## src/rtl/dll_pkg.sv

```systemverilog
// dll_pkg: shared ACK/NAK types, DLLP type codes and modulo sequence helper.
package dll_pkg;
  localparam int DEF_SEQ_W = 12;
  localparam logic [7:0] DLLP_ACK = 8'h00;
  localparam logic [7:0] DLLP_NAK = 8'h10;
  typedef enum logic [1:0] {NONE = 2'b00, ACK = 2'b01, NAK = 2'b10} ack_nak_t;
  // Callers truncate the result to their sequence width to get modulo 2^SEQ_W.
  function automatic logic [31:0] seq_dist(input logic [31:0] a, input logic [31:0] b);
    return a - b;
  endfunction
endpackage

```

## src/rtl/replay_timer.sv

```systemverilog
// replay_timer: counts while enabled, freezes on hold, flags the last count before expiry.
module replay_timer #(
  parameter int TIMEOUT = 1024
) (
  input  logic clk,
  input  logic reset,
  input  logic clear,
  input  logic hold,
  input  logic enable,
  output logic expire
);
  localparam int W = $clog2(TIMEOUT + 1);
  logic [W-1:0] cnt;
  logic run;
  assign run = enable && !hold;
  assign expire = run && cnt == W'(TIMEOUT - 1);
  always_ff @(posedge clk or negedge reset)
    if (!reset) cnt <= '0;
    else cnt <= clear ? '0 : run ? cnt + 1'b1 : cnt;
endmodule

```

## src/rtl/ack_nak_tracker.sv

```systemverilog
// ack_nak_tracker: decodes ACK/NAK DLLPs against the transmit window, owns the
// replay timer and REPLAY_NUM, and drives the replay buffer's ack_nak/seq/tim_out.
module ack_nak_tracker
  import dll_pkg::*;
#(
  parameter int SEQ_W = DEF_SEQ_W,
  parameter int REPLAY_TIMEOUT = 1024
) (
  input  logic             clk,
  input  logic             reset,
  input  logic             tx_seq_inc,
  input  logic             dllp_valid,
  input  logic             dllp_crc_ok,
  input  logic [31:0]      dllp_body,
  input  logic             replay_busy,
  output logic [1:0]       ack_nak,
  output logic [SEQ_W-1:0] seq,
  output logic             tim_out,
  output logic             retrain,
  output logic             dllp_err,
  output logic             tx_block,
  output logic [SEQ_W-1:0] next_tx_seq,
  output logic [SEQ_W-1:0] acked_seq
);
  typedef enum logic [1:0] {IDLE, ARMED, REPLAY} state_t;
  state_t state, state_n;
  ack_nak_t an_n;
  logic [SEQ_W-1:0] s, in_flight, outstanding, d, next_seq_n, acked_n, out_n;
  logic [7:0] dtype;
  logic [1:0] replay_num;
  logic busy_q, is_nak, good, fwd, dup, ack_fwd, nak, expire, timeout, bump, inc_ok;
  logic unused_body;
  assign unused_body = ^dllp_body[23:SEQ_W];
  assign dtype = dllp_body[31:24];
  assign s = dllp_body[SEQ_W-1:0];
  assign in_flight = SEQ_W'(seq_dist(32'(next_tx_seq), 32'(acked_seq)));
  assign outstanding = in_flight - 1'b1;
  assign d = SEQ_W'(seq_dist(32'(next_tx_seq), 32'(s))) - 1'b1;
  // Half the sequence space in flight is exactly the MSB of the distance.
  assign tx_block = in_flight[SEQ_W-1];
  assign is_nak = dtype == DLLP_NAK;
  assign good = dllp_valid && dllp_crc_ok && (is_nak || dtype == DLLP_ACK);
  assign fwd = good && d < outstanding;
  assign dup = good && s == acked_seq;
  assign ack_fwd = fwd && !is_nak;
  assign nak = (fwd || dup) && is_nak;
  assign timeout = expire && !ack_fwd && !nak;
  assign bump = nak || timeout;
  assign inc_ok = tx_seq_inc && !tx_block;
  assign next_seq_n = next_tx_seq + SEQ_W'(inc_ok);
  assign acked_n = fwd ? s : acked_seq;
  assign out_n = SEQ_W'(seq_dist(32'(next_seq_n), 32'(acked_n))) - 1'b1;
  assign an_n = ack_fwd ? ACK : nak ? NAK : NONE;
  always_comb begin
    state_n = state;
    case (state)
      IDLE:    state_n = inc_ok ? ARMED : IDLE;
      ARMED:   state_n = bump ? REPLAY : (ack_fwd && out_n == '0) ? IDLE : ARMED;
      REPLAY:  state_n = (busy_q && !replay_busy) ? ((out_n == '0) ? IDLE : ARMED) : REPLAY;
      default: state_n = IDLE;
    endcase
  end
  replay_timer #(.TIMEOUT(REPLAY_TIMEOUT)) u_timer (
    .clk    (clk),
    .reset  (reset),
    .clear  (state != ARMED || ack_fwd || nak || expire),
    .hold   (replay_busy),
    .enable (state == ARMED),
    .expire (expire)
  );
  always_ff @(posedge clk or negedge reset)
    if (!reset) begin
      state <= IDLE;
      next_tx_seq <= '0;
      acked_seq <= '1;
      replay_num <= '0;
      busy_q <= 1'b0;
      ack_nak <= NONE;
      seq <= '0;
      tim_out <= 1'b0;
      retrain <= 1'b0;
      dllp_err <= 1'b0;
    end else begin
      state <= state_n;
      next_tx_seq <= next_seq_n;
      acked_seq <= acked_n;
      replay_num <= ack_fwd ? 2'd0 : replay_num + 2'(bump);
      busy_q <= replay_busy;
      ack_nak <= an_n;
      seq <= (ack_fwd || nak) ? s : seq;
      tim_out <= timeout;
      retrain <= bump && replay_num == 2'd3;
      dllp_err <= dllp_valid && !(fwd || dup);
    end
endmodule
```

## config.mk

```make
export PLATFORM = sky130hd
export DESIGN_NAME = ack_nak_tracker
export DESIGN_NICKNAME = d
export VERILOG_FILES = /design/src/rtl/dll_pkg.sv /design/src/rtl/replay_timer.sv /design/src/rtl/ack_nak_tracker.sv
export SDC_FILE = /design/constraint.sdc
export NUM_CORES = 1
export LEC_CHECK = 0
export CORE_ASPECT_RATIO = 0.9
export CORE_UTILIZATION = 45
export DETAILED_ROUTE_END_ITERATION = 10
export PLACE_DENSITY = 0.7
export SLEW_MARGIN = 40
export SYNTH_ARGS = -nofsm -noshare
export SYNTH_HDL_FRONTEND = slang
export SYNTH_HIERARCHICAL = 1
export SYNTH_SLANG_ARGS = --single-unit
export TNS_END_PERCENT = 50
```

## constraint.sdc

```tcl
create_clock -name clk -period 11 [get_ports clk]
set_clock_uncertainty 0.15 [all_clocks]
set_input_delay 1.65 -clock clk [delete_from_list [all_inputs] [get_ports clk]]
set_output_delay 1.65 -clock clk [all_outputs]
set_load 0.05 [all_outputs]
```

# Yosys cells after proc, flatten, opt, wreduce, memory -nomap -nowiden
# Cells that the tools add are included.
[classes] addsub=9 mul=0 n_div=0 order_cmp=1 eq_ne=7 n_shift=0 muxes=12 n_bitwise=0 reduce_logical=32
[op_table] cell="subtractor 12 x 1 -> 12 bit (second input constant)" count=3
[op_table] cell="subtractor 12 bit" count=3
[op_table] cell="2-to-1 mux 11 bit" count=2
[op_table] cell="logical AND 1 bit" count=15
[op_table] cell="adder 12 x 1 -> 12 bit" count=1
[op_table] cell="equality test 12 bit" count=1
[op_table] cell="zero test 12 bit" count=1
[op_table] cell="< comparator 12 bit" count=1
[op_table] cell="2-to-1 mux 12 bit" count=1
[op_table] cell="adder 11 x 1 -> 11 bit (second input constant)" count=1
[op_table] cell="equality test 11 x 10 -> 1 bit (second input constant)" count=1
[op_table] cell="2-to-1 mux 2 bit" count=5
[op_table] cell="equality test 8 x 5 -> 1 bit (second input constant)" count=1
[op_table] cell="zero test 8 bit" count=1
[op_table] cell="logical OR 1 bit" count=7
[op_table] cell="zero test 1 bit" count=6
[op_table] cell="case mux 2 bit (3 select lines)" count=1
[op_table] cell="equality test 2 bit (second input constant)" count=2
[op_table] cell="2-to-1 mux 1 bit" count=3
[op_table] cell="adder 2 x 1 -> 2 bit" count=1
[op_table] cell="equality test 2 x 1 -> 1 bit (second input constant)" count=1
[op_table] cell="zero test 2 bit" count=1
[op_table] cell="inequality test 2 x 1 -> 1 bit (second input constant)" count=1
[op_table] cell="nonzero test 2 bit" count=1
[totals] ff_bits=57 latchBits=0 mem_bits_rw=0 rom_bits=0 in_bits=38 output_inout_bits=42 wordCells=72 memories=0

# Depth between registers and ports, before layout
# Gate-level depths: netlist of run 1.
[depth] depth_word=12 mapped_depth=30 ltp_nobuf=30

# Hierarchy
# The synthesis of run 1 kept the hierarchy.
[modules_own_cells] mod="ack_nak_tracker" instances=1 cells_per_inst=463 area_per_inst_um2=4032.6 seq_area_each_um2=1166.1
[modules_own_cells] mod="replay_timer" instances=1 cells_per_inst=51 area_per_inst_um2=528.0 seq_area_each_um2=275.3

# Worst setup path before layout of run 1
# Ideal clock, no wire load.
[synth_timing] kind="in2reg" start="input dllp_body[0]" end="register state[0]" setup_ns=0.171 arrival_ns=6.793 setup_slack_ns=3.886 cell_stages=29 path_buffers=1 path_cell_list="inv_1 ha_1 inv_1 fa_1 nor2b_1 o21ai_0 a21boi_0 o21ai_0 a21oi_1 o21ai_0 nor2b_1 o311ai_0 ha_1 nand4_1 or4_4 nor2_1 nor3_2 buf_2 a21oi_1 ha_1 inv_1 fa_1 nor4b_1 nand3_1 nor3_1 nand3_1 a2111oi_2 a32oi_1 o21bai_1"
[synth_between] elab_chain_len=12 word_cells_on_any_way=24
[synth_rtl] element="start: declaration" line="ack_nak_tracker.sv:14" rtl="input logic [31:0] dllp_body,"
[synth_rtl] element="subtractor 12 bit" line="dll_pkg.sv:9" rtl="return a - b;"
[synth_rtl] element="subtractor 12 x 1 -> 12 bit" line="ack_nak_tracker.sv:38" rtl="assign d = SEQ_W'(seq_dist(32'(next_tx_seq), 32'(s))) - 1'b1;"
[synth_rtl] element="< comparator 12 bit" line="ack_nak_tracker.sv:43" rtl="assign fwd = good && d < outstanding;"
[synth_rtl] element="logical AND 1 bit" line="ack_nak_tracker.sv:43"
[synth_rtl] element="2-to-1 mux 12 bit" line="ack_nak_tracker.sv:51" rtl="assign acked_n = fwd ? s : acked_seq;"
[synth_rtl] element="subtractor 12 bit" line="dll_pkg.sv:9"
[synth_rtl] element="subtractor 12 x 1 -> 12 bit" line="ack_nak_tracker.sv:52" rtl="assign out_n = SEQ_W'(seq_dist(32'(next_seq_n), 32'(acked_n))) - 1'b1;"
[synth_rtl] element="zero test 12 bit" line="ack_nak_tracker.sv:58, ack_nak_tracker.sv:59"
[synth_rtl] element="logical AND 1 bit" line="ack_nak_tracker.sv:58" rtl="ARMED: state_n = bump ? REPLAY : (ack_fwd && out_n == '0) ? IDLE : ARMED;"
[synth_rtl] element="2-to-1 mux 1 bit" line="ack_nak_tracker.sv:58"
[synth_rtl] element="2-to-1 mux 2 bit" line="ack_nak_tracker.sv:58"
[synth_rtl] element="case mux 2 bit (3 select lines) *" line="ack_nak_tracker.sv:56" rtl="case (state)"
[synth_rtl] element="net state_n[0]" line="ack_nak_tracker.sv:26" rtl="state_t state, state_n;"
[synth_rtl] element="end signal: assignment" line="ack_nak_tracker.sv:84" rtl="state <= state_n;"
[synth_rtl] element="end: declaration" line="ack_nak_tracker.sv:26"
# The timed path passes the listed nets; every way through them passes the cells marked *.
# A chain may end at the register's enable or synchronous reset.

# Worst setup path after layout of run 1
# Ends and elaborated chain as after synthesis.

==> metrics.cfg, run 1 <==
[drt]
met1_length_mm=4.93
ant_nets=0
dr_total_vias=3811
routed_via_density=5.29
drtIter0Drc=100
routed_wl_mm=10.7
firstDrtPassIters=5
wl_met2_mm=5.29
post_drt_wl_per_cell_um=14.9
dr_wl_met3_um=319
top_layer=met4
drc_errors=0

[sta]
holdWs_ps=332
fmax_mhz=123
worst_pin_slew_ps=735
fin_crit_ps=8130
setup_tns_ps=0
grt_setup_unrepaired=false
setup_viol=0
timing.final.crit_share_pct=73.9
drv_slew=0
finalHoldViolations=0
relSlewSlack_pct=51.0

[clocking]
cts_buffers=9
htreeDepth=3
cts-root-buf=clkbuf_8
clkLatencyLatePin_ps=350
clk_path_buf_depth=2
cts_setup_buffers=0
clk_pin_slew_ps=80
clock_sinks=57
cts_hold_buf=0
post_cts_resized=0
tritoncts=done

[final_layout]
diodes=0
finalNonFillerCells=720
layout-drive-gt1-share_pct=8.75
final_util_pct=57.3
multiInputGateArea_mm2=0.00290
mostFrequentLayoutCells=66 x clkdlybuf4s50_1, 54 x inv_1, 51 x nor2_1, 49 x ha_1, 45 x dfrtp_1
register_area_mm2=0.00144
num-fill-cells=867
area_growth_pct=22.5
nets=679
layout_commonest_cell=clkdlybuf4s50_1

[yosys]
ys.flop_type=dfrtp_1
postSynthAreaPerCell_um2=8.87
ys_types=65
synth_cells=514
synth_edf_count=0
synth_warnings=6
synth_fp_nets=604
synth_top_area_cell=dfrtp_1
synth_seq_cells=57
ys_seq_area_share_pct=31.6
synth_area_leaders=dfrtp_1 25%, ha_1 13%, dfstp_2 6.9%, xnor2_1 6.5%, xor2_1 5.8%
async_flop_share_pct=100
synth_top_area_share_pct=24.7
syn-cell-area_mm2=0.00456

[pwr]
ir_drop_mv=0.0551
p_sw_share_pct=38.2
p_int_mw=0.451
p_per_area_mw_per_mm2=131
clock_power_share_pct=28.2
cellLeakagePower_nw=2.61
combPwrFrac_pct=38.9
seqPwrFrac_pct=32.9
p_switching_mw=0.279

[setup_path]
endpoint_kind=flop
crit_required_ps=11130
path_class=in2reg
r2r_cells=26
crit_fanout=21
crit_arrival_ps=8260
start_kind=primary input
max_stage_delay_ps=560
critPathSlowestCell=or4_4

[global_route]
groute.usage.overall_pct=22.2
grt_pass1_vias=3872
grt-ovfl-total=0
grt_max_degree=58
antenna_found_initial=0
grt_pass1_wl_mm=18.1

[floorplanning]
dieArea_mm2=0.0105
ios=80
rows=34
die_x_um=108
initial_core_util_pct=46.8
core_area_mm2=0.00974
die_h_um=97.5

[hold_path]
min_path_type=reg2reg
whs_path_depth=2

[placed_design]
place_congestion=0.852
port_buffers=67
placedCellCount=704
hpwl_mm=8.59

[run_status]
status=finished clean

[flow_run]
max-cap-violations=0

==> stage by stage <==
step	cell area, um2	total power [mW]	setup WS [ps]
after floorplan	4560	0.448	3890
after global placement	5380	0.519	2710
after detailed placement	5380	0.530	2480
after CTS	5590	0.737	2870
after global routing	5590	0.781	2290
final	5590	0.730	2870
==> critical path: cells and delay by family <==
family / cells / cell delay, ps
compound gates: 13 / 2860
fa+ha+maj: 4 / 1180
buf+inv: 4 / 850
xor+xnor: 1 / 270
simple gates: 7 / 1450
==> synth_stat cells (7+ instances only) <==
master,count
nand3_1,9
nand4_1,7
inv_1,54
nor3_1,13
dfrtp_1,45
nor2_1,51
ha_1,49
nand2b_1,7
xnor2_1,34
xor2_1,30
o21ai_0,31
nor2b_1,10
dfstp_2,12
nand2_1,41
a21oi_1,22
==> sequential cells by signal (all words and copies together), names as in the netlist <==
register     cells
acked_seq       12
u_timer/cnt     11
next_tx_seq     12
replay_num       2
tim_out          1
seq             12
busy_q           1
retrain          1
ack_nak          2
dllp_err         1
state            2
==> power groups by stage <==
stage	sequential, mW	clock (mW)	combinational, mW
floorplan	0.274	0	0.174
global placement	0.244	0	0.275
detailed placement	0.245	0	0.285
CTS	0.241	0.210	0.286
global route	0.243	0.220	0.319
finish	0.240	0.206	0.284
==> cells by family (layout without fill, tap and decap cells) <==
| family | Yosys count | count (layout) | share of synthesized area (%) |
|---|---|---|---|
| multiplexers | 5 | 5 | 1.23 |
| buffers and inverters | 59 | 139 | 4.94 |
| XOR/XNOR | 65 | 65 | 12.8 |
| AO/OA/AOI/OAI | 95 | 95 | 13.7 |
| AND/OR/NAND/NOR | 181 | 181 | 21.0 |
| flip-flops | 57 | 57 | 31.6 |
| adder cells (fa/ha/maj) | 52 | 52 | 14.8 |
==> final timing paths <==
path,from,to,slack (ps)
min reg2reg,seq[6]$_DFFE_PN0P_,seq[6]$_DFFE_PN0P_,330
max,dllp_body[0],state[0]$_DFF_PN0_,2870
min in group asynchronous,reset,seq[1]$_DFFE_PN0P_,1260
max in group asynchronous,reset,next_tx_seq[1]$_DFF_PN0_,8910
max reg2reg,acked_seq[0]$_DFF_PN1_,state[0]$_DFF_PN0_,3950
min,seq[6]$_DFFE_PN0P_,seq[6]$_DFFE_PN0P_,330
==> layout make-up <==
class                   count  share of cell area, %
clock buffers               9                   2.22
clock inverters             7                   1.39
inverters                  54                   3.63
multi-input cells         398                   51.9
flip-flops and latches     57                   25.8
well taps                 126                   2.82
repair buffers             69                   12.2
==> routing by layer <==
layer	track usage (%)	vias up
met5	0	-
met4	7.69	0
met3	4.49	15
met2	37.6	50
met1	27.9	1808
li1	-	1938
Power figures use the tool's default switching activity.
==> run 2, diff against run 1 <==
--- a/config.mk
+++ b/config.mk
@@ -8,7 +8,7 @@
 export CORE_ASPECT_RATIO = 0.9
 export CORE_UTILIZATION = 45
 export DETAILED_ROUTE_END_ITERATION = 10
-export PLACE_DENSITY = 0.7
+export PLACE_DENSITY = 0.73
 export SLEW_MARGIN = 40
 export SYNTH_ARGS = -nofsm -noshare
 export SYNTH_HDL_FRONTEND = slang
==> constraint.sdc (replaced) <==
create_clock -name clk -period 7.4 [get_ports clk]
set_clock_uncertainty 0.15 [all_clocks]
set_input_delay 1.11 -clock clk [delete_from_list [all_inputs] [get_ports clk]]
set_output_delay 1.11 -clock clk [all_outputs]
set_load 0.05 [all_outputs]
==> run 2 against run 1 <==
Net effect:
- register-to-register slack got worse by 3300 ps
- sequential power increased by 49%
- flip-flop and latch count unchanged
- combinational power increased by 61%
- worst setup slack got worse by 2400 ps
- first-iteration DRC count increased by 12%
- critical path type unchanged
- critical endpoint unchanged
==> metrics.cfg, run 2 (synthesis gave the netlist of run 1 again) <==
[run_status]
status=finished clean

[drt]
firstDrtPassIters=4  ; -1
routed_via_density=5.33  ; +0.75%
drc_errors=0  ; unchanged
routed_wl_mm=11.3  ; +5.6%
post_drt_wl_per_cell_um=15.1  ; +1.6%
dr_total_vias=3989  ; +4.7%
ant_nets=0  ; unchanged
drtIter0Drc=112  ; +12%

[final_layout]
diodes=0  ; unchanged
finalNonFillerCells=748  ; +3.9%
layout-drive-gt1-share_pct=15.9  ; +7.2 points
area_growth_pct=29.1
mostFrequentLayoutCells=65 x clkdlybuf4s50_1, 54 x inv_1, 50 x nor2_1, 49 x ha_1, 45 x dfrtp_1
num-fill-cells=802  ; -7.5%
multiInputGateArea_mm2=0.00300  ; +3.4%
register_area_mm2=0.00144  ; unchanged
layout_commonest_cell=clkdlybuf4s50_1
nets=707  ; +4.1%
final_util_pct=60.5  ; +3.1 points
final_area_mm2=0.00589  ; +5.4%
top_regs=acked_seq (12), next_tx_seq (12), seq (12)

[floorplanning]
rows=34  ; unchanged
ios=80  ; unchanged
dieArea_mm2=0.0105  ; unchanged
die_x_um=108  ; unchanged
die_h_um=97.5  ; unchanged
core_area_mm2=0.00974  ; unchanged
initial_core_util_pct=46.8  ; unchanged

[global_route]
use_met3_pct=4.49  ; unchanged
grt-ovfl-total=0  ; unchanged
grt_pass1_wl_mm=18.2  ; +0.26%
gr-max-usage-layer=met2
grt_max_degree=58  ; unchanged
grt.met2_usage_pct=38.8  ; +1.2 points
groute.usage.overall_pct=22.4  ; +0.16 points
antenna_found_initial=0  ; unchanged
grt_pass1_vias=3966  ; +2.4%
globalRouteMet1Util_pct=27.3  ; -0.61 points

[pwr]
ir_drop_mv=0.0777  ; +41%
p_per_area_mw_per_mm2=187  ; +43%
p_total_mw=1.10  ; +50%
cellLeakagePower_nw=2.75  ; +5.3%

[sta]
finalHoldViolations=0  ; unchanged
worst_slack_ps=420  ; -2450 ps
fin_crit_ps=6980
holdWs_ps=335  ; +2.97 ps
setup_viol=0  ; unchanged
timing.final.crit_share_pct=94.3
setup_tns_ps=0  ; unchanged
drv_slew=0  ; unchanged
worst_pin_slew_ps=739  ; +4.10 ps
relSlewSlack_pct=50.7  ; -0.27 points
fmax_mhz=143

[setup_path]
max_stage_delay_ps=570  ; about the same
endpoint_kind=flop
reg2reg_slack_ps=610  ; -3340 ps
start_kind=primary input
path_class=in2reg
crit_fanout=10  ; -52%
crit_arrival_ps=7110  ; -1150 ps
crit_required_ps=7530  ; -3600 ps
timing.critical_path.mode_cell=ha_1
critPathSlowestCell=or4_4

[clocking]
clk_pin_slew_ps=90  ; about the same
cts-root-buf=clkbuf_8
clk_path_buf_depth=2  ; unchanged
cts_buffers=9  ; unchanged
clkLatencyLatePin_ps=360  ; about the same
cts_setup_buffers=0  ; unchanged
tritoncts=done
clock_sinks=57  ; unchanged
cts_hold_buf=0  ; unchanged
post_cts_resized=0  ; unchanged
htreeDepth=3  ; unchanged

[placed_design]
postPlaceCellArea_mm2=0.00560  ; +4.0%
hpwl_mm=8.96  ; +4.4%
place_ws_ps=-344  ; -2820 ps
placedCellCount=732  ; +4.0%
place_congestion=0.824  ; -3.3%
port_buffers=67  ; unchanged

[hold_path]
min_path_type=reg2reg

[flow_run]
max-cap-violations=0  ; unchanged

-- run 2: area by class of cell --
class / count / share of cell area, %
clock buffers: 9 / 2.10
clock inverters: 7 / 0.999
inverters: 54 / 3.44
multi-input cells: 398 / 50.9
flip-flops and latches: 57 / 24.5
well taps: 126 / 2.68
repair buffers: 97 / 15.4
-- run 2: critical path: cells and delay by family --
kind	cells	cell delay (ps)
AOI/OAI and AO/OA	12	2280
and+or+nand+nor	8	1550
buffers and inverters	5	990
adders and majority gates	3	820
xor gates and xnor gates	2	320
-- run 2: metal layers --
layer | share of wire, % | vias to the layer above
met5 | 0 | -
met4 | 2.5 | 0
met3 | 3.0 | 24
met1 | 44 | 1908
met2 | 50 | 65
li1 | - | 1992
-- run 2: worst paths after layout --
kind / from / endpoint / depth (start not counted)
max: dllp_body[0] / state[0]$_DFF_PN0_ / 30
min: seq[6]$_DFFE_PN0P_ / seq[6]$_DFFE_PN0P_ / 2
max reg2reg: acked_seq[0]$_DFF_PN1_ / state[0]$_DFF_PN0_ / 28
min reg2reg: seq[6]$_DFFE_PN0P_ / seq[6]$_DFFE_PN0P_ / 2
max in group asynchronous: reset / next_tx_seq[8]$_DFF_PN0_ / 2
min in group asynchronous: reset / seq[1]$_DFFE_PN0P_ / 2
-- run 2: power breakdown --
part | total [mW] | switching, mW | internal [mW]
Combinational | 0.458 | 0.259 | 0.199
Sequential | 0.358 | 0.0239 | 0.334
Clock | 0.283 | 0.155 | 0.127
Total | 1.10 | 0.439 | 0.660
==> run 3, diff against run 2 <==
==> constraint.sdc (replaced) <==
create_clock -name clk -period 5.8 [get_ports clk]
set_clock_uncertainty 0.15 [all_clocks]
set_input_delay 0.87 -clock clk [delete_from_list [all_inputs] [get_ports clk]]
set_output_delay 0.87 -clock clk [all_outputs]
set_load 0.05 [all_outputs]
==> run 3 against run 2 <==
Net effect:
- the run now ends with negative setup slack left
- first-iteration DRC count increased by 51%
- register-to-register slack got worse by 1400 ps
- sequential share of layout area decreased by 3.6 points
- combinational power increased by 71%
- non-clock buffer count is 97 higher
- worst setup slack lost 1200 ps
- final cell count increased by 13%
- die area stayed put
- highest routed layer unchanged
- sequential power is 25% higher
- critical path depth decreased by 1
- clock power grew 40%
==> metrics.cfg, run 3 (synthesis gave the netlist of run 1 again) <==
[run_status]
status=complete, but fails checks
violations=negative setup slack

[setup_path]
critPathLaunch=acked_seq[0]$_DFF_PN1_
r2r_start=acked_seq[0]$_DFF_PN1_
reg2reg_slack_ps=-800  ; -1410 ps
timing.rr.end=state[0]$_DFF_PN0_
endpoint_kind=flop
crit_end=state[0]$_DFF_PN0_
crit_required_ps=5890  ; -1640 ps
critPathSlowestCell=dfstp_4
crit_fanout=5  ; -5
crit_arrival_ps=6680  ; -430 ps
path_class=reg2reg
r2r_cells=29  ; +3.6%
max_stage_delay_ps=630  ; +60 ps
start_kind=flop

[pwr]
cellLeakagePower_nw=3.31  ; +20%
p_per_area_mw_per_mm2=235  ; +26%
p_total_mw=1.62  ; +48%
ir_drop_mv=0.107  ; +38%

[clocking]
tritoncts=done
htreeDepth=3  ; unchanged
clock_sinks=57  ; unchanged
clk_path_buf_depth=2  ; unchanged
cts_hold_buf=0  ; unchanged
cts_buffers=9  ; unchanged
cts-root-buf=clkbuf_8
clkLatencyLatePin_ps=350  ; about the same
clk_pin_slew_ps=80  ; about the same

[drt]
dr_total_vias=4547  ; +14%
met1_length_mm=5.84  ; +16%
routed_wl_mm=13.9  ; +23%
top_layer=met4
post_drt_wl_per_cell_um=16.5  ; +9.0%
drtIter0Drc=169  ; +51%
wl_met2_mm=6.99  ; +23%
drc_errors=0  ; unchanged
ant_nets=0  ; unchanged
firstDrtPassIters=4  ; unchanged
routed_via_density=5.38  ; +0.90%
dr_wl_met3_um=598  ; +76%

[sta]
drv_slew=0  ; unchanged
worst_slack_ps=-797  ; -1220 ps
worst_pin_slew_ps=725  ; -13.8 ps
setup_viol=1  ; +1
fmax_mhz=152
timing.final.crit_share_pct=114
finalHoldViolations=0  ; unchanged
grt_setup_unrepaired=true
fin_crit_ps=6600
relSlewSlack_pct=51.6  ; +0.92 points

[global_route]
grt_pass1_wl_mm=22.2  ; +22%
grt_pass1_vias=4746  ; +20%
antenna_found_initial=0  ; unchanged
groute.usage.overall_pct=26.9  ; +4.5 points
grt-ovfl-total=0  ; unchanged
grt_max_degree=58  ; unchanged

[final_layout]
area_growth_pct=51.7
diodes=0  ; unchanged
final_area_mm2=0.00692  ; +17%
mostFrequentLayoutCells=122 x buf_4, 64 x clkdlybuf4s50_1, 51 x inv_1, 44 x dfrtp_1
top_regs=acked_seq (12), next_tx_seq (12), seq (12)
register_area_mm2=0.00145  ; +0.35%
layout_commonest_cell=buf_4
multiInputGateArea_mm2=0.00324  ; +8.0%
num-fill-cells=683  ; -15%
layout-drive-gt1-share_pct=32.4  ; +16 points
nets=804  ; +14%

[floorplanning]
initial_core_util_pct=46.8  ; unchanged
core_area_mm2=0.00974  ; unchanged
die_h_um=97.5  ; unchanged
rows=34  ; unchanged
ios=80  ; unchanged
dieArea_mm2=0.0105  ; unchanged
die_x_um=108  ; unchanged

[flow_run]
max-cap-violations=0  ; unchanged

[placed_design]
place_congestion=0.890  ; +8.1%
hpwl_mm=10.4  ; +16%
postPlaceCellArea_mm2=0.00631  ; +13%
port_buffers=67  ; unchanged

[hold_path]
min_path_type=reg2reg

-- run 3: cell count changes in the layout (fill, tap and decap cells not counted), sizes merged --
cell,previous run,this run
clkinv,0,5
dlymetal6s2s,1,0
buf,31,128
bufinv,0,1
dlygate4sd2,0,2
clkdlybuf4s50,65,64
inv,59,55
clkinvlp,2,0
-- run 3: worst max-delay path: cells and delay by family (launching register included) --
kind            cells  cell delay, ps
simple gates       12            2420
xor+xnor            2             270
buf+inv             4             340
flops               1             630
fa+ha+maj           5            1550
compound gates      6            1120
-- run 3: per-stage QoR --
step                setup TNS (ps)  hold slack (ps)  utilization, %  instances  setup slack, ps
global route                  -984              360            71.0        845             -984
finish                        -797              334            71.0        845             -797
global placement             -1220              310            64.8        819            -1220
CTS                           -728              337            69.9        843             -728
floorplan                     -612              314               -        514             -612
detailed placement           -1820              320            64.8        819            -1400
-- run 3: report_power, final --
| part | total [mW] | switching (mW) | internal, mW |
|---|---|---|---|
| clock network | 0.395 | 0.193 | 0.202 |
| registers | 0.447 | 0.0205 | 0.427 |
| logic | 0.783 | 0.408 | 0.375 |
-- run 3: what timing repair did --
action,CTS,global route
pin swaps,43,23
cloned,1,0
setup endpoints to repair,1,1
resized for setup,55,18
setup buffers,7,2
-- run 3: cell type report --
type,count,area share [%]
Multi-Input combinational cell,398,46.8
Timing Repair Buffer,194,24.1
Sequential cell,57,20.9
Inverter,54,2.93
Tap cell,126,2.28
Clock buffer,9,1.79
Clock inverter,7,1.14
-- run 3: worst min-delay path by stage --
stage | slack, ps | start | end | cells past startpoint
global route | 360 | seq[8]$_DFFE_PN0P_ | seq[8]$_DFFE_PN0P_ | 2
detailed placement | 320 | seq[3]$_DFFE_PN0P_ | seq[3]$_DFFE_PN0P_ | 2
global placement | 310 | seq[6]$_DFFE_PN0P_ | seq[6]$_DFFE_PN0P_ | 2
CTS | 340 | seq[3]$_DFFE_PN0P_ | seq[3]$_DFFE_PN0P_ | 2
finish | 330 | seq[3]$_DFFE_PN0P_ | seq[3]$_DFFE_PN0P_ | 2
floorplan | 310 | state[0]$_DFF_PN0_ | state[1]$_DFF_PN0_ | 1
-- run 3: per-layer routing --
metal,vias up,GRT usage (%)
li1,2187,-
met1,2199,32.1
met2,125,47.4
met3,36,4.09
met4,0,11.5
met5,-,0
